==> src/rtl/uart_pkg.sv <==
// Shared definitions for the UART transmit path: arbiter state encoding,
// line levels and default payload width.
package uart_pkg;

    typedef enum logic [1:0] {
        ARB       = 2'd0,
        LAUNCH    = 2'd1,
        WAIT_DONE = 2'd2
    } arb_state_e;

    localparam logic TX_IDLE  = 1'b1;
    localparam logic TX_START = 1'b0;
    localparam logic TX_STOP  = 1'b1;

    localparam int UART_DATA_W = 8;

endpackage

==> src/rtl/rr_priority_pick.sv <==
// Combinational round-robin picker: first set request strictly after
// last_grant_i, wrapping modulo NUM_REQ (NUM_REQ must be a power of two).
module rr_priority_pick #(
    parameter int NUM_REQ = 4,
    parameter int IDX_W   = $clog2(NUM_REQ)
) (
    input  logic [NUM_REQ-1:0] req_i,
    input  logic [IDX_W-1:0]   last_grant_i,
    output logic [IDX_W-1:0]   winner_o,
    output logic               any_valid_o
);

    logic [IDX_W-1:0] idx;
    logic             found;

    always_comb begin
        winner_o = '0;
        found    = 1'b0;
        idx      = '0;
        // i == NUM_REQ wraps back onto last_grant_i itself, so a lone
        // persistent requester is granted back-to-back.
        for (int i = 1; i <= NUM_REQ; i++) begin
            idx = last_grant_i + IDX_W'(i);
            if (!found && req_i[idx]) begin
                winner_o = idx;
                found    = 1'b1;
            end
        end
        any_valid_o = |req_i;
    end

endmodule

==> src/rtl/uart_tx_arbiter.sv <==
// Round-robin scheduler sharing one UART transmitter among NUM_REQ byte
// producers: grant, launch via tx_send, track tx_sent, then regrant.
//
// state     | meaning
// ----------+---------------------------------------------------------
// ARB       | idle; grant the next valid requester when arb_en=1
// LAUNCH    | tx_send held, waiting for the core to drop tx_sent
// WAIT_DONE | frame in progress, waiting for tx_sent to rise again
module uart_tx_arbiter
    import uart_pkg::*;
#(
    parameter int NUM_REQ        = 4,
    parameter int DATA_W         = UART_DATA_W,
    parameter int LAUNCH_TIMEOUT = 16
) (
    input  logic                       clk,
    input  logic                       rst,
    input  logic                       arb_en,
    input  logic [NUM_REQ-1:0]         req_valid,
    input  logic [NUM_REQ*DATA_W-1:0]  req_data,
    output logic [NUM_REQ-1:0]         req_ready,
    output logic                       tx_send,
    output logic [DATA_W-1:0]          tx_data,
    input  logic                       tx_sent,
    output logic [$clog2(NUM_REQ)-1:0] grant_id,
    output logic                       busy,
    output logic                       err_timeout
);

    localparam int IDX_W = $clog2(NUM_REQ);
    localparam int CNT_W = $clog2(LAUNCH_TIMEOUT + 1);
    localparam logic [CNT_W-1:0] CNT_LAST = CNT_W'(LAUNCH_TIMEOUT - 1);

    arb_state_e         state_q, state_d;
    logic [CNT_W-1:0]   cnt_q, cnt_d;
    logic [IDX_W-1:0]   last_q, last_d;
    logic [IDX_W-1:0]   gid_q, gid_d;
    logic [NUM_REQ-1:0] ready_q, ready_d;
    logic               send_q, send_d;
    logic [DATA_W-1:0]  data_q, data_d;
    logic               busy_q, busy_d;
    logic               err_q, err_d;

    logic [IDX_W-1:0]   winner;
    logic               any_valid;

    rr_priority_pick #(
        .NUM_REQ (NUM_REQ),
        .IDX_W   (IDX_W)
    ) u_pick (
        .req_i        (req_valid),
        .last_grant_i (last_q),
        .winner_o     (winner),
        .any_valid_o  (any_valid)
    );

    always_ff @(posedge clk or negedge rst) begin
        if (!rst) begin
            state_q <= ARB;
            cnt_q   <= '0;
            last_q  <= IDX_W'(NUM_REQ - 1);
            gid_q   <= '0;
            ready_q <= '0;
            send_q  <= 1'b0;
            data_q  <= '0;
            busy_q  <= 1'b0;
            err_q   <= 1'b0;
        end else begin
            state_q <= state_d;
            cnt_q   <= cnt_d;
            last_q  <= last_d;
            gid_q   <= gid_d;
            ready_q <= ready_d;
            send_q  <= send_d;
            data_q  <= data_d;
            busy_q  <= busy_d;
            err_q   <= err_d;
        end
    end

    always_comb begin
        state_d = state_q;
        cnt_d   = cnt_q;
        last_d  = last_q;
        gid_d   = gid_q;
        ready_d = '0;
        send_d  = send_q;
        data_d  = data_q;
        err_d   = 1'b0;

        unique case (state_q)
            ARB: begin
                send_d = 1'b0;
                if (arb_en && any_valid) begin
                    data_d  = req_data[winner*DATA_W +: DATA_W];
                    gid_d   = winner;
                    last_d  = winner;
                    ready_d = NUM_REQ'(1) << winner;
                    send_d  = 1'b1;
                    cnt_d   = '0;
                    state_d = LAUNCH;
                end
            end
            LAUNCH: begin
                if (!tx_sent) begin
                    send_d  = 1'b0;
                    cnt_d   = '0;
                    state_d = WAIT_DONE;
                end else if (cnt_q == CNT_LAST) begin
                    // Core never acknowledged: drop the byte, no retry.
                    send_d  = 1'b0;
                    err_d   = 1'b1;
                    cnt_d   = '0;
                    state_d = ARB;
                end else begin
                    cnt_d = cnt_q + 1'b1;
                end
            end
            WAIT_DONE: begin
                send_d = 1'b0;
                if (tx_sent) begin
                    state_d = ARB;
                end
            end
            default: begin
                send_d  = 1'b0;
                cnt_d   = '0;
                state_d = ARB;
            end
        endcase

        busy_d = (state_d != ARB);
    end

    assign req_ready   = ready_q;
    assign tx_send     = send_q;
    assign tx_data     = data_q;
    assign grant_id    = gid_q;
    assign busy        = busy_q;
    assign err_timeout = err_q;

endmodule

==> config.mk <==
export PLATFORM = sky130hd
export DESIGN_NAME = uart_tx_arbiter
export DESIGN_NICKNAME = d
export VERILOG_FILES = /design/src/rtl/uart_pkg.sv /design/src/rtl/rr_priority_pick.sv /design/src/rtl/uart_tx_arbiter.sv
export SDC_FILE = /design/constraint.sdc
export NUM_CORES = 1
export LEC_CHECK = 0
export ABC_AREA = 0
export CORE_MARGIN = 2
export CORE_UTILIZATION = 44
export DETAILED_ROUTE_END_ITERATION = 16
export GPL_TIMING_DRIVEN = 0
export PLACE_DENSITY = 0.83
export SYNTH_ARGS = -nofsm -noshare
export SYNTH_HDL_FRONTEND = slang
export SYNTH_HIERARCHICAL = 1
export SYNTH_SLANG_ARGS = --single-unit
==> constraint.sdc <==
create_clock -name clk -period 5.51 [get_ports clk]
set_input_delay 1.102 -clock clk [delete_from_list [all_inputs] [get_ports clk]]
set_output_delay 1.102 -clock clk [all_outputs]
set_load 0.03 [all_outputs]
==> impl_metrics.env, run 1 <==
export IMPL_io_buffers=56
export IMPL_cp_end_kind="flip-flop"
export IMPL_grt_max_degree=27
export IMPL_p_per_area_nw_per_um2=455
export IMPL_yosysWarnings=6
export IMPL_floorplan_die_area_um2=3400
export IMPL_fmaxAchievable_mhz=350
export IMPL_min_period_ps=2860
export IMPL_first_pass_iters=4
export IMPL_arrival_ps=3080
export IMPL_min_period_over_period_pct=51.9
export IMPL_grt_setup_unrepaired="no"
export IMPL_synthTopCellsByArea="dfrtp_1, nand2_1, mux4_2"
export IMPL_swShare_pct=39.9
export IMPL_cts_sinks=26
export IMPL_pwr_share_comb_pct=53.0
export IMPL_ys_flop_type="dfrtp_1"
export IMPL_drv_slew=0
export IMPL_synthToLayoutAreaGrowth_pct=49.0
export IMPL_final_cell_mix="clkdlybuf4s50_1, nand2_1, dfrtp_1"
export IMPL_h_tree_depth=1
export IMPL_path_clk_slew_ps=140
export IMPL_cp_required_ps=5730
export IMPL_tightest_slew_ps=1140
export IMPL_syn_cell_area_um2=1300
export IMPL_holdPathStages=1
export IMPL_grt_pass1_wl_um=5240
export IMPL_cts_tree="yes"
export IMPL_fin_skew_ps=5.43
export IMPL_ff_latch_area_um2=653
export IMPL_multi_input_area_um2=613
export IMPL_start_util_pct=46.6
export IMPL_die_h_um=58.3
export IMPL_drv_cap=0
export IMPL_syn_nets=156
export IMPL_power_frac_clock_pct=10.8
export IMPL_wirelength_um=3120
export IMPL_layout_commonest_cell="clkdlybuf4s50_1"
export IMPL_pwr_share_seq_pct=36.2
export IMPL_synthArstFlopShare_pct=100
export IMPL_netlist_instances=115
export IMPL_post_drt_wl_per_cell_um=15.2
export IMPL_holdBufCountCts=0
export IMPL_postCtsSetupBuffers=0
export IMPL_crit_type="in2reg"
export IMPL_finalNetCount=217
export IMPL_hold_class="reg2reg"
export IMPL_num_io_pins=57
export IMPL_ys_types=33
export IMPL_yosysSeqAreaShare_pct=50.4
export IMPL_ctsResizeCount=0
export IMPL_r2r_cells=6
export IMPL_coreArea_um2=2780
export IMPL_leakage_uw=0.000876
export IMPL_grt_pass1_vias=1158
export IMPL_n_fill_cell=211
export IMPL_setup_viol=0
export IMPL_outcome="finished clean"
export IMPL_cts_root_buf="clkbuf_4"
export IMPL_insertion_delay_ps=320
export IMPL_n_antenna_cell=0
export IMPL_layout_drive_gt1_share_pct=11.4
export IMPL_power_uw=878
export IMPL_synth_edf_count=0
export IMPL_grt_ovfl_total=0
export IMPL_viasPerCell=5.39
export IMPL_tns_ps=0
export IMPL_yosys_area_top_type="dfrtp_1"
export IMPL_antenna_found_initial=0
export IMPL_drtIter0Drc=22
export IMPL_max_slew_margin_pct=23.7
export IMPL_avgSynthCellArea_um2=11.3
export IMPL_intPower_uw=528
export IMPL_grtUsageTotal_pct=20.6
export IMPL_cts_inserted_buffers=3
export IMPL_die_width_um=58.3
export IMPL_hpwl_um=2500
export IMPL_rows=19
export IMPL_final_antenna_net_count=0
export IMPL_hold_viol_final=0
export IMPL_synth_seq_cells=26
export IMPL_post_route_drc_count=0
export IMPL_vias=1111
export IMPL_critPathMaxFanout=10
export IMPL_startpoint_type="input pin"
export IMPL_vdd_drop_max_mv=0.406
export IMPL_place_congestion=0.839
export IMPL_synth_top_area_share_pct=46.3
export IMPL_clockBufferDepth=2
export IMPL_p_sw_uw=351
[logic make-up (layout without fill, tap and decap cells)]
| group | count (synthesis) | count (layout) | synth area share, % |
|---|---|---|---|
| buffers and inverters | 5 | 65 | 2.32 |
| AND/OR/NAND/NOR | 59 | 59 | 21.6 |
| XOR/XNOR | 2 | 2 | 1.35 |
| flip-flops | 26 | 26 | 50.4 |
| adder cells (fa/ha/maj) | 1 | 1 | 0.965 |
| AO/OA/AOI/OAI | 12 | 12 | 6.95 |
| multiplexers | 10 | 10 | 16.4 |
[through the flow]
| step | setup slack [ps] | cells | util, % | area [um^2] | hold slack (ps) |
|---|---|---|---|---|---|
| 6_report | 2650 | 206 | 69.5 | 1930 | 492 |
| 3_3_place_gp | 2380 | 202 | 68.2 | 1900 | 452 |
| 3_5_place_dp | 2310 | 202 | 68.2 | 1900 | 462 |
| 4_1_cts | 2650 | 206 | 69.5 | 1930 | 487 |
| 5_1_grt | 2540 | 206 | 69.5 | 1930 | 494 |
| 2_1_floorplan | 3050 | 115 | - | 1300 | 436 |
[state kept, by name, indices dropped and copies added, names as in the netlist]
name / flops
err_timeout: 1
req_ready: 4
cnt_q: 5
tx_data: 8
tx_send: 1
state_q: 2
last_q: 2
grant_id: 2
busy: 1
[cells in the mapped netlist, types with 3 or more instances]
library cell	number
nand2_1	37
dfrtp_1	24
mux4_2	5
nor2_1	5
a21oi_1	3
buf_2	3
mux4_1	3
[critical path: stages]
cell and delay [ps]:
clkdlybuf4s50_1 510, nor2b_1 190, a21oi_1 70, o221ai_2 340, buf_6 220, mux4_2 500, nand2_1 90, nand2_1 50
[final cells by class]
type | instances | share of cell area [%]
Tap cell | 31 | 2.01
Buffer | 4 | 1.36
Multi-Input combinational cell | 84 | 31.7
Sequential cell | 26 | 33.8
Timing Repair Buffer | 56 | 29.0
Clock buffer | 4 | 1.88
Inverter | 1 | 0.194
[path summary, 6_finish.rpt]
check / startpoint / slack, ps / endpoint
max: req_valid[1] / 2650 / tx_data[2]
min: cnt_q[4] / 490 / err_timeout
max reg2reg: last_q[1] / 3480 / tx_data[2]
min reg2reg: cnt_q[4] / 490 / err_timeout
max in group asynchronous: rst / 3450 / req_ready[0]
min in group asynchronous: rst / 1380 / busy
[metal layers]
| layer | GRT usage (%) | wire length (um) | share of wire [%] |
|---|---|---|---|
| met4 | 7.64 | 63 | 2.0 |
| met1 | 26.6 | 1260 | 40 |
| met5 | 0 | 0 | 0 |
| met2 | 34.8 | 1640 | 53 |
| met3 | 3.13 | 155 | 5.0 |
[power by group through the flow]
stage	combinational, uW	sequential (uW)	clock (uW)
2_1_floorplan	204	405	0
3_3_place_gp	458	316	0
3_5_place_dp	471	320	0
4_1_cts	472	318	96.3
5_1_grt	502	327	105
6_report	466	318	94.7
(Power assumes the default switching activity.)
==> run 2: changes to the inputs <==
Settings changed: CORE_UTILIZATION 44 to 41, PLACE_DENSITY 0.83 to 0.79.
Clock period 5.51 ns to 2.9 ns, I/O delays scaled along.
==> run 2 against run 1 <==
  * Clock skew increased by 2.9 ps
  * Register-to-register slack got worse by 2600 ps
  * Worst hold slack got worse by 7.5 ps
  * Critical endpoint is now tx_data[3]
  * Total power increased by 87%
  * Wire length decreased by 1.9%
  * Largest cell class unchanged
  * Die area increased by 6.8%
==> impl_metrics.env, run 2 (synthesis gave the netlist of run 1 again) <==
export IMPL_tightest_slew_ps=1130
export IMPL_synthToLayoutAreaGrowth_pct=49.5
export IMPL_antenna_found_initial=0
export IMPL_vdd_drop_max_mv=0.400
export IMPL_min_delay_worst_endpoint="err_timeout"
export IMPL_ctsResizeCount=0
export IMPL_hold_class="reg2reg"
export IMPL_grt_pass1_wl_um=4700
export IMPL_grt_setup_unrepaired="no"
export IMPL_tns_ps=0
export IMPL_h_tree_depth=1
export IMPL_layout_drive_gt1_share_pct=10.9
export IMPL_postCtsSetupBuffers=0
export IMPL_r2r_end="tx_data[3]"
export IMPL_holdBufCountCts=0
export IMPL_cp_end_kind="flip-flop"
export IMPL_grt_ovfl_total=0
export IMPL_hold_viol_final=0
export IMPL_viasPerCell=5.04
export IMPL_cp_required_ps=3130
export IMPL_cts_sinks=26
export IMPL_max_slew_margin_pct=24.6
export IMPL_hpwl_um=2420
export IMPL_grt_pass1_vias=1083
export IMPL_clockBufferDepth=2
export IMPL_rows=20
export IMPL_grtUsageTotal_pct=17.7
export IMPL_fmaxAchievable_mhz=437
export IMPL_die_h_um=60.2
export IMPL_leakage_uw=0.000870
export IMPL_power_uw=1650
export IMPL_p_sw_uw=666
export IMPL_insertion_delay_ps=320
export IMPL_finalNetCount=217
export IMPL_path_clk_slew_ps=140
export IMPL_place_congestion=0.821
export IMPL_die_width_um=60.2
export IMPL_drv_slew=0
export IMPL_num_io_pins=57
export IMPL_floorplan_die_area_um2=3630
export IMPL_drv_cap=0
export IMPL_post_route_drc_count=0
export IMPL_start_util_pct=42.8
export IMPL_io_buffers=56
export IMPL_final_antenna_net_count=0
export IMPL_n_fill_cell=259
export IMPL_pwr_share_seq_pct=36.4
export IMPL_pwr_share_comb_pct=53.9
export IMPL_setup_viol=0
export IMPL_utilization_pct=64.0
export IMPL_cp_depth=8
export IMPL_final_cell_mix="clkdlybuf4s50_1, nand2_1, dfrtp_1"
export IMPL_path_buf_inv=2
export IMPL_swShare_pct=40.5
export IMPL_wirelength_um=3060
export IMPL_arrival_ps=2520
export IMPL_holdPathStages=1
export IMPL_outcome="finished clean"
export IMPL_cts_inserted_buffers=3
export IMPL_reg2reg_from="last_q[1]"
export IMPL_reg2reg_slack_ps=930
export IMPL_power_frac_clock_pct=9.7
export IMPL_fin_skew_ps=8.38
export IMPL_post_drt_wl_per_cell_um=14.0
export IMPL_crit_slowest_cell="clkdlybuf4s50_1"
export IMPL_p_per_area_nw_per_um2=849
export IMPL_path_common_cell="nand2_1"
export IMPL_crit_type="in2reg"
export IMPL_crit_family="buffers and inverters"
export IMPL_r2r_cells=6
export IMPL_max_stage_delay_ps=520
export IMPL_path_cells="clkdlybuf4s50_1 > nor2b_1 > a21oi_1 > o221ai_2 > buf_6 > mux4_2 > nand2_1 > nand2_1"
export IMPL_critPathMaxFanout=10
export IMPL_n_antenna_cell=0
export IMPL_startpoint_type="input pin"
export IMPL_min_from="cnt_q[4]"
export IMPL_min_period_ps=2290
export IMPL_vias=1104
export IMPL_min_period_over_period_pct=79.0
export IMPL_cts_root_buf="clkbuf_4"
export IMPL_layout_commonest_cell="clkdlybuf4s50_1"
export IMPL_cp_startpoint="req_valid[1]"
export IMPL_drtIter0Drc=68
export IMPL_coreArea_um2=3030
export IMPL_largest_reg_flops=8
export IMPL_intPower_uw=980
export IMPL_cts_tree="yes"
export IMPL_first_pass_iters=4
export IMPL_grt_max_degree=27
==> run 2: cell counts in the layout (fill, tap and decap cells not counted) <==
Identical to the previous run, type by type.
==> run 2: through the flow <==
stage               setup slack, ps  hold slack (ps)  cell area [um^2]  cells
global placement                322              455              1910    215
finish                          610              484              1940    219
CTS                             607              481              1940    219
floorplan                       957              284              1300    115
global route                    537              512              1940    219
detailed placement              251              464              1910    215
==> run 2: final cells by class <==
class                      instances  area [um^2]  area share (%)
tap                               44         55.1            2.84
sequential                        26          653            33.7
inverter                           1         3.75           0.194
timing repair buffer              56          561            28.9
multi-input combinational         84          613            31.6
clock buffer                       4         26.3            1.36
buffer                             4         26.3            1.36
==> run 2: worst reg2reg max path: stages (launching register included) <==
cell	delay, ps
dfstp_2	620
mux2i_1	100
o221ai_2	300
buf_6	220
mux4_2	500
nand2_1	90
nand2_1	50
==> run 2: worst max path at each step <==
stage / end
after floorplan: tx_data[1]
after global placement: tx_data[5]
after detailed placement: tx_data[3]
after CTS: tx_data[3]
after global routing: tx_data[3]
final: tx_data[3]
==> run 2: power groups by stage <==
stage	clock network [uW]	logic [uW]	registers (uW)
final	160	887	599
after global routing	175	955	618
after CTS	163	894	601
after detailed placement	0	894	607
after global placement	0	871	597
after floorplan	0	387	770
==> run 2: layer usage <==
layer,global-route usage (%),share of wire [%],vias to the layer above
met5,0,0,-
met1,21.2,39,540
met4,8.25,1.5,0
li1,-,-,524
met2,31.4,55,36
met3,2.16,3.7,4
==> run 3: changes to the inputs <==
Settings changed: CORE_UTILIZATION 41 to 37, PLACE_DENSITY 0.79 to 0.75.
Clock period 2.9 ns to 1.95 ns, I/O delays scaled along.
==> run 3 against run 2 <==
  * Clock-buffer cell count down 1
  * Cell count rose by 2.3%
  * First-iteration DRC count is 32% lower
  * Non-clock buffer count rose by 3
  * Clock power is 130% higher
  * Global-route usage down 2.8 points
  * Utilization down 4.6 points
  * Sequential share of layout area is 1.0 points lower
  * Total power increased by 57%
  * Flip-flop and latch count unchanged
  * Largest power group unchanged
  * Highest routed layer unchanged
==> impl_metrics.env, run 3 (synthesis gave the netlist of run 1 again) <==
export IMPL_outcome="finished clean"
export IMPL_leakage_uw=0.000913
export IMPL_n_antenna_cell=0
export IMPL_viasPerCell=4.85
export IMPL_startpoint_type="input pin"
export IMPL_path_cells="clkdlybuf4s50_1 > a21oi_1 > o221ai_2 > buf_4 > mux4_1 > nand2_1 > nand2_1"
export IMPL_grt_pass1_vias=1060
export IMPL_post_drt_wl_per_cell_um=12.7
export IMPL_placed_cell_area_um2=1910
export IMPL_rows=21
export IMPL_power_uw=2590
export IMPL_coreArea_um2=3360
export IMPL_hpwl_um=2230
export IMPL_min_period_ps=1890
export IMPL_critPathMaxFanout=4
export IMPL_fin_skew_ps=1.86
export IMPL_grtUsageTotal_pct=14.9
export IMPL_fmaxAchievable_mhz=530
export IMPL_die_h_um=63.2
export IMPL_crit_type="in2reg"
export IMPL_clockBufferDepth=2
export IMPL_cts_sinks=26
export IMPL_vdd_drop_max_mv=0.570
export IMPL_path_buf_inv=2
export IMPL_tightest_slew_ps=1110
export IMPL_post_route_drc_count=0
export IMPL_crit_slowest_cell="mux4_1"
export IMPL_path_clk_slew_ps=140
export IMPL_cts_inserted_buffers=3
export IMPL_cp_end_kind="flip-flop"
export IMPL_final_cell_mix="clkdlybuf4s50_1, nand2_1, dfrtp_1"
export IMPL_wirelength_um=2840
export IMPL_final_antenna_net_count=0
export IMPL_first_pass_iters=4
export IMPL_arrival_ps=2120
export IMPL_grt_max_degree=27
export IMPL_max_slew_margin_pct=25.7
export IMPL_dpl_cell_count=217
export IMPL_vias=1087
export IMPL_layout_drive_gt1_share_pct=13.5
export IMPL_num_io_pins=57
export IMPL_drv_slew=0
export IMPL_path_common_cell="nand2_1"
export IMPL_place_congestion=0.769
export IMPL_cp_required_ps=2180
export IMPL_largest_reg_flops=8
export IMPL_finalNetCount=220
export IMPL_grt_setup_unrepaired="no"
export IMPL_min_period_over_period_pct=96.7
export IMPL_insertion_delay_ps=320
export IMPL_die_width_um=63.2
export IMPL_fin_cells=224
export IMPL_synthToLayoutAreaGrowth_pct=54.2
export IMPL_layout_commonest_cell="clkdlybuf4s50_1"
export IMPL_p_per_area_nw_per_um2=1300
export IMPL_h_tree_depth=1
export IMPL_cts_root_buf="clkbuf_4"
export IMPL_drv_cap=0
export IMPL_final_area_um2=2000
export IMPL_hold_class="reg2reg"
export IMPL_setup_viol=0
export IMPL_drtIter0Drc=46
export IMPL_floorplan_die_area_um2=3990
export IMPL_holdBufCountCts=0
export IMPL_hold_viol_final=0
export IMPL_place_worst_setup_slack_ps=-515
export IMPL_crit_family="buffers and inverters"
export IMPL_io_buffers=56
export IMPL_grt_pass1_wl_um=4730
export IMPL_cts_tree="yes"
export IMPL_start_util_pct=38.5
export IMPL_grt_ovfl_total=0
export IMPL_worst_slack_ps=63.9
export IMPL_max_stage_delay_ps=540
export IMPL_antenna_found_initial=0
run 3: path summary, 6_finish.rpt:
kind,startpoint,end,slack (ps),cells past startpoint
max in group asynchronous,rst,state_q[0],640,1
min in group asynchronous,rst,err_timeout,650,1
worst min-delay path,cnt_q[4],err_timeout,490,1
worst max-delay path,req_valid[3],tx_data[6],60,7
worst min register to register,cnt_q[4],err_timeout,490,1
worst max register to register,last_q[1],tx_data[6],90,6
run 3: per-stage QoR:
step | hold WS [ps] | util (%) | setup TNS, ps
after floorplan | 94.4 | - | 0
after global placement | 454 | 56.9 | -3070
after detailed placement | 464 | 56.9 | -3880
after CTS | 489 | 59.0 | 0
after global routing | 519 | 59.4 | 0
final | 485 | 59.4 | 0
run 3: report_power, final:
part | internal, uW | switching (uW)
Clock | 208 | 158
Combinational | 662 | 680
Sequential | 746 | 137
run 3: area by class of cell:
type                       count  area [um^2]
clock buffer                   3         22.5
timing repair buffer          59          582
tap                           46         57.6
buffer                         4         28.8
sequential                    26          653
multi-input combinational     84          621
inverter                       1         3.75
clock inverter                 1         30.0
fill                         306         1370
run 3: routing by layer:
metal,global-route usage (%),wire [um],vias up
met1,18.2,1200,519
met4,4.89,21,0
met2,26.3,1480,31
met3,2.86,134,3
met5,0,0,-
li1,-,-,534
run 3: repair_timing:
item | 4_1_cts | 5_1_grt
setup buffers | 1 | 1
cloned | 0 | 1
hold endpoints to repair | 0 | 0
endpoints found under the setup margin | 8 | 8
gates resized for setup | 4 | 1
pin swaps | 1 | 1
